--- config.mk ---
export PLATFORM = sky130hd
export DESIGN_NAME = adc_hex_streamer
export DESIGN_NICKNAME = d
export VERILOG_FILES = /design/src/rtl/adc_hex_streamer.sv
export SDC_FILE = /design/constraint.sdc
export NUM_CORES = 1
export LEC_CHECK = 0
export CAP_MARGIN = 20
export CORE_MARGIN = 10
export CORE_UTILIZATION = 50
export CTS_CLUSTER_DIAMETER = 30
export DETAILED_ROUTE_END_ITERATION = 10
export GPL_ROUTABILITY_DRIVEN = 0
export PLACE_DENSITY = 0.68
export SYNTH_ARGS = -nofsm -noshare
export SYNTH_HDL_FRONTEND = slang
export SYNTH_SLANG_ARGS = --single-unit
--- constraint.sdc ---
create_clock -name clk -period 3.4 [get_ports clk]
set_input_delay 0.85 -clock clk [delete_from_list [all_inputs] [get_ports clk]]
set_output_delay 0.85 -clock clk [all_outputs]
set_load 0.005 [all_outputs]
--- src/rtl/adc_hex_streamer.sv ---
// adc_hex_streamer: paces ADC conversions, queues samples in a FIFO and prints each as ASCII hex + CR LF.
// Optional macro ADC_SEQ_TAG_EN prefixes every line with a 4-bit sequence digit and ','.
`default_nettype none

module adc_hex_streamer #(
   parameter int SAMPLE_DIV = 50000,
   parameter int FIFO_AW    = 4
) (
   input  logic               clk,
   input  logic               rst,
   input  logic               run,
   output logic               start,
   input  logic               done,
   input  logic [11:0]        data1,
   output logic [7:0]         TxD_data,
   output logic               TxD_start,
   input  logic               TxD_busy,
   output logic [FIFO_AW:0]   fifo_level,
   output logic               overflow
);

   localparam int DEPTH = 2 ** FIFO_AW;
   localparam int CW    = (SAMPLE_DIV > 2) ? $clog2(SAMPLE_DIV) : 1;
   localparam logic [CW-1:0]    PACE_LAST = CW'(SAMPLE_DIV - 1);
   localparam logic [FIFO_AW:0] LEVEL_FULL = (FIFO_AW + 1)'(DEPTH);
`ifdef ADC_SEQ_TAG_EN
   localparam int EW = 16;
   localparam logic [2:0] LAST_IDX = 3'd6;
`else
   localparam int EW = 12;
   localparam logic [2:0] LAST_IDX = 3'd4;
`endif

   localparam logic [1:0] S_IDLE = 2'd0;
   localparam logic [1:0] S_LOAD = 2'd1;
   localparam logic [1:0] S_SEND = 2'd2;
   localparam logic [1:0] S_HOLD = 2'd3;

   function automatic logic [7:0] hex_char(input logic [3:0] n);
      return (n < 4'd10) ? (8'h30 + {4'h0, n}) : (8'h37 + {4'h0, n});
   endfunction

   logic [CW-1:0]      pace_cnt;
   logic [1:0]         state, state_nxt;
   logic [EW-1:0]      mem [DEPTH];
   logic [FIFO_AW-1:0] wr_ptr, rd_ptr;
   logic [EW-1:0]      entry_in, line;
   logic [2:0]         idx;
   logic [7:0]         cur_char;
   logic               full, empty, push, pop;

   always_ff @(posedge clk or posedge rst) begin
      if (rst)                    pace_cnt <= '0;
      else if (!run)              pace_cnt <= '0;
      else if (pace_cnt == PACE_LAST) pace_cnt <= '0;
      else                        pace_cnt <= pace_cnt + 1'b1;
   end

   assign start = run && (pace_cnt == PACE_LAST);

   assign full  = (fifo_level == LEVEL_FULL);
   assign empty = (fifo_level == '0);
   // A pop in the same cycle frees the slot, so a push into a full FIFO is accepted then.
   assign push  = done && (!full || pop);

`ifdef ADC_SEQ_TAG_EN
   logic [3:0] seq;
   always_ff @(posedge clk or posedge rst) begin
      if (rst)       seq <= 4'd0;
      else if (push) seq <= seq + 4'd1;
   end
   assign entry_in = {seq, data1};
`else
   assign entry_in = data1;
`endif

   always_ff @(posedge clk) begin
      if (push) mem[wr_ptr] <= entry_in;
   end

   always_ff @(posedge clk or posedge rst) begin
      if (rst) begin
         wr_ptr     <= '0;
         rd_ptr     <= '0;
         fifo_level <= '0;
         overflow   <= 1'b0;
      end else begin
         if (push) wr_ptr <= wr_ptr + 1'b1;
         if (pop)  rd_ptr <= rd_ptr + 1'b1;
         if (push && !pop)      fifo_level <= fifo_level + 1'b1;
         else if (pop && !push) fifo_level <= fifo_level - 1'b1;
         if (done && !push) overflow <= 1'b1;
      end
   end

   always_ff @(posedge clk or posedge rst) begin
      if (rst) state <= S_IDLE;
      else     state <= state_nxt;
   end

   always_comb begin
      state_nxt = state;
      case (state)
         S_IDLE:  if (!empty) state_nxt = S_LOAD;
         S_LOAD:  state_nxt = S_SEND;
         S_SEND:  if (!TxD_busy) state_nxt = S_HOLD;
         default: state_nxt = (idx == LAST_IDX) ? S_IDLE : S_SEND;
      endcase
   end

   // HOLD is entered only from SEND with the UART idle, so the strobe lines up with TxD_data.
   always_comb begin
      TxD_start = (state == S_HOLD);
      pop       = (state == S_LOAD);
   end

   always_comb begin
      cur_char = 8'h0A;
`ifdef ADC_SEQ_TAG_EN
      case (idx)
         3'd0:    cur_char = hex_char(line[15:12]);
         3'd1:    cur_char = 8'h2C;
         3'd2:    cur_char = hex_char(line[11:8]);
         3'd3:    cur_char = hex_char(line[7:4]);
         3'd4:    cur_char = hex_char(line[3:0]);
         3'd5:    cur_char = 8'h0D;
         default: cur_char = 8'h0A;
      endcase
`else
      case (idx)
         3'd0:    cur_char = hex_char(line[11:8]);
         3'd1:    cur_char = hex_char(line[7:4]);
         3'd2:    cur_char = hex_char(line[3:0]);
         3'd3:    cur_char = 8'h0D;
         default: cur_char = 8'h0A;
      endcase
`endif
   end

   always_ff @(posedge clk or posedge rst) begin
      if (rst) begin
         line     <= '0;
         idx      <= 3'd0;
         TxD_data <= 8'h00;
      end else begin
         if (state == S_LOAD) begin
            line <= mem[rd_ptr];
            idx  <= 3'd0;
         end
         if (state == S_SEND && !TxD_busy) TxD_data <= cur_char;
         if (state == S_HOLD && idx != LAST_IDX) idx <= idx + 3'd1;
      end
   end

endmodule

`default_nettype wire

; Word-level counts from Yosys, hierarchy flattened
; Memories as Yosys holds them, arrays and structs flattened. A register that Yosys moved wholly into a read port is not among the register bits.
; Index checks and enable logic that the tools add are counted.
[word_totals]
out_inout_bits = 16
word_cells = 70
n_memories = 1
mem_bits_rw = 192
regBits = 43
[classes]
order_cmp = 3
n_reduce_logical = 18
add_sub_neg = 12
eq_ne = 12
mux = 16
[mem_list]
columns = name, depth, width, read_ports, rd_clocked_by_memory_dff, write_ports, line
row1 = mem, 16, 12, 1, 1, 1, 45  ; logic [EW-1:0] mem [DEPTH];
[ops]
columns = op, n
row1 = adder 6 x 4 -> 7 bit (first input constant), 6
row2 = 2-to-1 mux 16 bit, 2
row3 = one-hot mux 7 bit (4 select lines), 1
row4 = 2-to-1 mux 7 bit, 3
row5 = adder 16 x 1 -> 16 bit (second input constant), 1
row6 = == test 16 bit (second input constant), 1
row7 = < comparator 4 bit (second input constant), 3
row8 = 2-to-1 mux 5 bit, 2
row9 = adder 4 x 1 -> 4 bit (second input constant), 2
row10 = logical AND 1 bit, 7
row11 = == test 3 x 2 -> 1 bit (second input constant), 2
row12 = 2-to-1 mux 2 bit, 3
row13 = 2-to-1 mux 3 bit, 2
row14 = one-hot mux 2 bit (3 select lines), 1
row15 = adder 5 x 1 -> 5 bit (second input constant), 1
row16 = == test 5 bit (second input constant), 1
row17 = zero test 5 bit, 1
row18 = subtractor 5 x 1 -> 5 bit (second input constant), 1
row19 = == test 2 bit (second input constant), 2
row20 = zero test 1 bit, 4
row21 = inequality test 2 bit (second input constant), 2
row22 = nonzero test 2 bit, 2
row23 = adder 3 x 1 -> 3 bit (second input constant), 1
row24 = == test 3 x 1 -> 1 bit (second input constant), 1
row25 = other kinds (8), 9

; Longest topological paths before layout
; Gate-level depths: netlist of the first run.
[depth]
depth_word = 8
depth_mapped = 11
mapped_depth_nobuf = 11

; Worst setup path before layout of the first run
; No wires, ideal clock.
[synth_path]
path_kind = input to register
start = in done
end = mem mem[3][0] (enable)
setup_time_ns = 0.396
path_buffers = 0
cell_stages = 4
t_arrival_ns = 2.277
slack_ns = 0.727
path_cell_list = inv_1 -> a31oi_2 -> nand2_1 -> nor3_1
[synth_between]
elab_chain_cells = 3
[synth_lines]
columns = element, line
row1 = "start, declared", 13  ; input logic done,
row2 = logical AND 1 bit, 64  ; assign push = done && (!full || pop);
row3 = named net push, 50  ; logic full, empty, push, pop;
row4 = 2-to-1 mux 1 bit, 78  ; if (push) mem[wr_ptr] <= entry_in;
row5 = 2-to-1 mux 1 bit (not written as such), 78
row6 = "end, declared", 45
; The timed path passes the listed nets, and every way through them passes these cells.

; Worst setup path after layout of the first run
[layout_path]
start = reg pace_cnt[10]
end = out start
[layout_between]
elab_chain_cells = 2
[layout_lines]
columns = element, line
row1 = "start, declared", 43  ; logic [CW-1:0] pace_cnt;
row2 = "start signal, assigned", 56  ; else pace_cnt <= pace_cnt + 1'b1;
row3 = == test 16 bit, 59  ; assign start = run && (pace_cnt == PACE_LAST);
row4 = logical AND 1 bit, 59
row5 = "end, declared", 12  ; output logic start,
; Every way passes these cells.

==> results of run 1 <==
[critical path, cell delays in order, from the launching register on]
cell and delay, ps:
dfrtp_1 420, nor4b_1 380, nand4_1 220, nor2_1 150, clkdlybuf4s50_1 520
[power by group through the flow]
stage / clock (W) / combinational, W / sequential, W
global placement: 0 / 0.00271 / 0.00425
CTS: 0.00491 / 0.00283 / 0.00425
floorplan: 0 / 0.00226 / 0.00399
global route: 0.00507 / 0.00306 / 0.00432
finish: 0.00483 / 0.00281 / 0.00425
detailed placement: 0 / 0.00279 / 0.00430
[final cells by class]
type,count,area (sq um)
repair buffers,53,488
clock buffers,55,1260
well taps,270,338
inverters,22,82.6
flip-flops and latches,246,7120
clock inverters,31,430
multi-input cells,316,3020
fillers,1412,7630
[state kept, by name (all words and copies together), names as in the netlist]
register	count
TxD_data	7
fifo_level	5
idx	3
line	12
mem	192
overflow	1
pace_cnt	16
rd_ptr	4
state	2
wr_ptr	4
[worst paths after layout]
kind                                 end  cells after the start
min                             overflow                      1
max in group asynchronous      rd_ptr[2]                      3
max                                start                      4
max reg2reg                fifo_level[4]                      9
min in group asynchronous   pace_cnt[12]                      2
min reg2reg                     overflow                      1
[kinds of logic (layout without fill, tap and decap cells)]
kind of cell	Yosys count	count (layout)	share of synthesized area, %
DFF	246	246	68.5
and+or+nand+nor	114	114	5.51
AOI/OAI and AO/OA	85	85	5.16
muxes	66	66	13.0
buffers and inverters	47	161	2.60
xor gates and xnor gates	27	27	2.28
adders and majority gates	23	23	2.84
other	1	1	0.0361
[cells in the final DEF, fill, tap and decap left out, types with 14 or more instances in the layout]
master             n
edfxtp_1         192
dfrtp_1           52
clkbuf_16         47
nor2_1            38
clkdlybuf4s50_1   31
mux4_2            28
o22ai_1           25
nand2_1           24
a21oi_1           22
ha_1              22
inv_1             21
buf_4             21
mux4_1            20
xnor2_1           19
mux2_2            15
o21ai_0           14
[stage by stage]
stage	cells	cell area (sq um)	power [W]	hold slack, ps
floorplan	609	10400	0.00625	455
global placement	907	11000	0.00697	449
detailed placement	907	11000	0.00709	457
CTS	993	12700	0.0120	467
global route	993	12700	0.0125	484
finish	993	12700	0.0119	466
[layer usage]
layer	up-vias	track usage [%]	wire (um)
met1	2908	20.0	8940
li1	2598	-	-
met3	36	3.10	1210
met5	-	0	0
met4	0	5.24	387
met2	148	26.7	10300
==> metrics.cfg, run 1 <==
[die]
fp.dieH_um=164
boundaryPins=33
fp.dieArea_sq_um=26900
initial_core_util_pct=51.0
core_area_sq_um=20400
rows=52
die_x_um=164

[setup_path]
end_kind=primary output
startpoint_type=flop
critPathLaunch=pace_cnt[10]
arrival_ps=2200
rrSetupSlack_ps=660
crit_required_ps=2550
worst-path-max-fanout=6
worstReg2RegStart=fifo_level[0]
critPathKind=reg2out

[cells_and_area]
syn_to_final_growth_pct=22.6
fin_nets=725
antenna_cells=0
post-route-util_pct=62.5
drive_gt1_share_pct=21.7

[sta]
fmaxAchievable_mhz=328
final-setup-viol-count=0
setup_tns_ps=0
period_share_pct=89.8
max_slew_margin_pct=43.2
slew_viol_final=0
worstMarginPinSlew_ps=851
hold_viol=0
min_period_ps=3050
clock_skew_ps=21.1
worst_slack_ps=348
rsz0062_at_grt=no

[route]
wl_per_cell_um=21.0
first_iter_violations=439
drt-pass1-iter-count=5
totalWireLength_mm=20.8
ant_nets=0
vias=5690
viasPerCell=5.73
drcViolationCount=0

[clocking]
post-cts-setup-buffer-count=0
ctsHoldBuffers=0
clock_path_buffers=3
cts_sinks=246
cts-root-buf=clkbuf_16
htreeDepth=2
cts_made_buffers=46
worstSkewPairLatency_ps=540
cts_tree=done
ctsResizeCount=0
clkTransAtPathRegs_ps=50

[power]
powerDensity_nw_per_um2=934
ir_drop_mv=0.539
seqPwrFrac_pct=35.7
p_comb_share_pct=23.7
p_sw_share_pct=29.2
switching_power_w=0.00347
power.clock.fraction_pct=40.6
cellLeakagePower_nw=4.56
p_int_w=0.00842

[synthesis]
yosys_register_bits=246
synthArstFlopShare_pct=22.0
yosysTopAreaCell=edfxtp_1
yosys_most_used_dff=edfxtp_1
synth.most_common_cell=edfxtp_1
synthCells=609
synth_nets=649
synth_commonest_cells=192 x edfxtp_1, 54 x dfrtp_1, 38 x nor2_1
yosysUniqueCellTypes=51
syn_area_sq_um=10400
syn_area_per_cell_sq_um=17.1
synth_edf_count=192
seq_area_frac_synth_pct=68.5
synthTopCellsByArea=edfxtp_1 56%, dfrtp_1 13%, mux4_2 6.1%
synth_top_area_share_pct=55.5
yosysWarnings=0

[worst_hold_path]
hp-start=overflow
hold_class=reg2reg

[global_routing]
antenna_found_initial=0
grt.overflow.total=0
grt_first_pass_wirelength_mm=32.9
grt_pass1_vias=5986
grt.total_usage_pct=15.8
grt_max_degree=32

[run_status]
status=complete, no violations

[placed_design]
pre_cts_ws_ps=349
dp_hpwl_mm=12.7
portBuffers=31

[flow_run]
drv_cap=0

Note: power is estimated with default switching activity, not from simulation.
==> run 2: changes to the inputs <==
==> constraint.sdc (replaced) <==
create_clock -name clk -period 3.4 [get_ports clk]
set_input_delay 0.85 -clock clk [delete_from_list [all_inputs] [get_ports clk]]
set_output_delay 0.85 -clock clk [all_outputs]
set_load 0.1 [all_outputs]
==> run 2 against run 1 <==
Via count decreased by 1.4%. Sequential power about the same. Clock power decreased by 8.5%. Combinational power increased by 20%. Power increased by 1.1%.
==> metrics.cfg, run 2 (synthesized netlist as in run 1, its figures left out) <==
[clocking]
htreeDepth=2
worstSkewPairLatency_ps=530
cts_tree=done
cts_sinks=246
cts_made_buffers=44
clock_path_buffers=3
ctsResizeCount=0
cts-root-buf=clkbuf_16
post-cts-setup-buffer-count=0
ctsHoldBuffers=0
clkTransAtPathRegs_ps=50

[power]
cellLeakagePower_nw=4.51
powerDensity_nw_per_um2=957
ir_drop_mv=0.628
p_total_w=0.0120

[die]
core_area_sq_um=20400
initial_core_util_pct=51.0
fp.dieArea_sq_um=26900
fp.dieH_um=164
die_x_um=164
rows=52
boundaryPins=33

[route]
drt-pass1-iter-count=4
viasPerCell=5.67
first_iter_violations=384
drcViolationCount=0
vias=5612
wl_per_cell_um=20.9
ant_nets=0
totalWireLength_mm=20.7

[cells_and_area]
drive_gt1_share_pct=22.5
syn_to_final_growth_pct=20.9
largestRegisters=mem (192), pace_cnt (16), line (12)
fin_nets=723
mostFrequentLayoutCells=192 x edfxtp_1, 52 x dfrtp_1, 46 x clkbuf_16
post-route-util_pct=61.7
design_area_sq_um=12600
largest_reg_flops=192
regMostFlops=mem
final_common_cell=edfxtp_1
antenna_cells=0

[setup_path]
r2r_cells=9
rrSetupSlack_ps=600
r2r_end=fifo_level[4]
end_kind=primary output
arrival_ps=1950
worstReg2RegStart=fifo_level[0]
startpoint_type=flop
worst-path-max-fanout=6
crit_required_ps=2550
critPathKind=reg2out

[sta]
rsz0062_at_grt=no
hold_ws_ps=467
slew_viol_final=0
fmaxAchievable_mhz=357
period_share_pct=82.3
clock_skew_ps=23.2
hold_viol=0
setup_tns_ps=0
worstMarginPinSlew_ps=872
min_period_ps=2800
max_slew_margin_pct=41.9
final-setup-viol-count=0

[placed_design]
placed_area_sq_um=11000
portBuffers=31
dp_hpwl_mm=12.7

[global_routing]
grt.total_usage_pct=15.7
grt_pass1_vias=5961
grt_first_pass_wirelength_mm=32.9
grt.overflow.total=0
grt_max_degree=32
antenna_found_initial=0

[worst_hold_path]
holdPathEnd=overflow
holdPathStages=1
hp-start=overflow
hold_class=reg2reg

[flow_run]
drv_cap=0

[run_status]
status=complete, no violations

==> run 2: layout make-up <==
type	count	area (sq um)
clock buffers	52	1190
clock inverters	30	342
flip-flops and latches	246	7120
multi-input cells	316	3020
inverters	22	82.6
repair buffers	53	463
well taps	270	338
fillers	1443	7810
==> run 2: worst max-delay path: stages (launching register included) <==
cell and delay, ps:
dfrtp_1 420, nor4b_1 380, nand4_1 200, nor2_1 230
buf_12 210
==> run 2: metrics by stage <==
step | cells | setup slack, ps
floorplan | 609 | 290
global placement | 907 | 378
detailed placement | 907 | 311
CTS | 989 | 602
global route | 989 | 426
finish | 989 | 600
==> run 2: layer usage <==
metal / track usage [%] / wire, um / up-vias
met5: 0 / 0 / -
met4: 4.91 / 402 / 0
met1: 19.4 / 8600 / 2854
met2: 26.7 / 10500 / 143
li1: - / - / 2575
met3: 3.75 / 1180 / 40
==> run 2: power by group <==
part           switching, W  internal, W  leakage (nW)
clock network       0.00145      0.00297         0.731
logic               0.00197      0.00139          1.38
registers          0.000517      0.00372          2.40
==> run 2: how the worst max path moves through the flow <==
stage          cells past startpoint             to           from
2_1_floorplan                      4      mem[3][0]  fifo_level[0]
6_report                           4          start   pace_cnt[10]
4_1_cts                            9  fifo_level[4]  fifo_level[0]
3_5_place_dp                      10  fifo_level[4]           done
3_3_place_gp                      10  fifo_level[4]           done
5_1_grt                            9  fifo_level[4]  fifo_level[0]
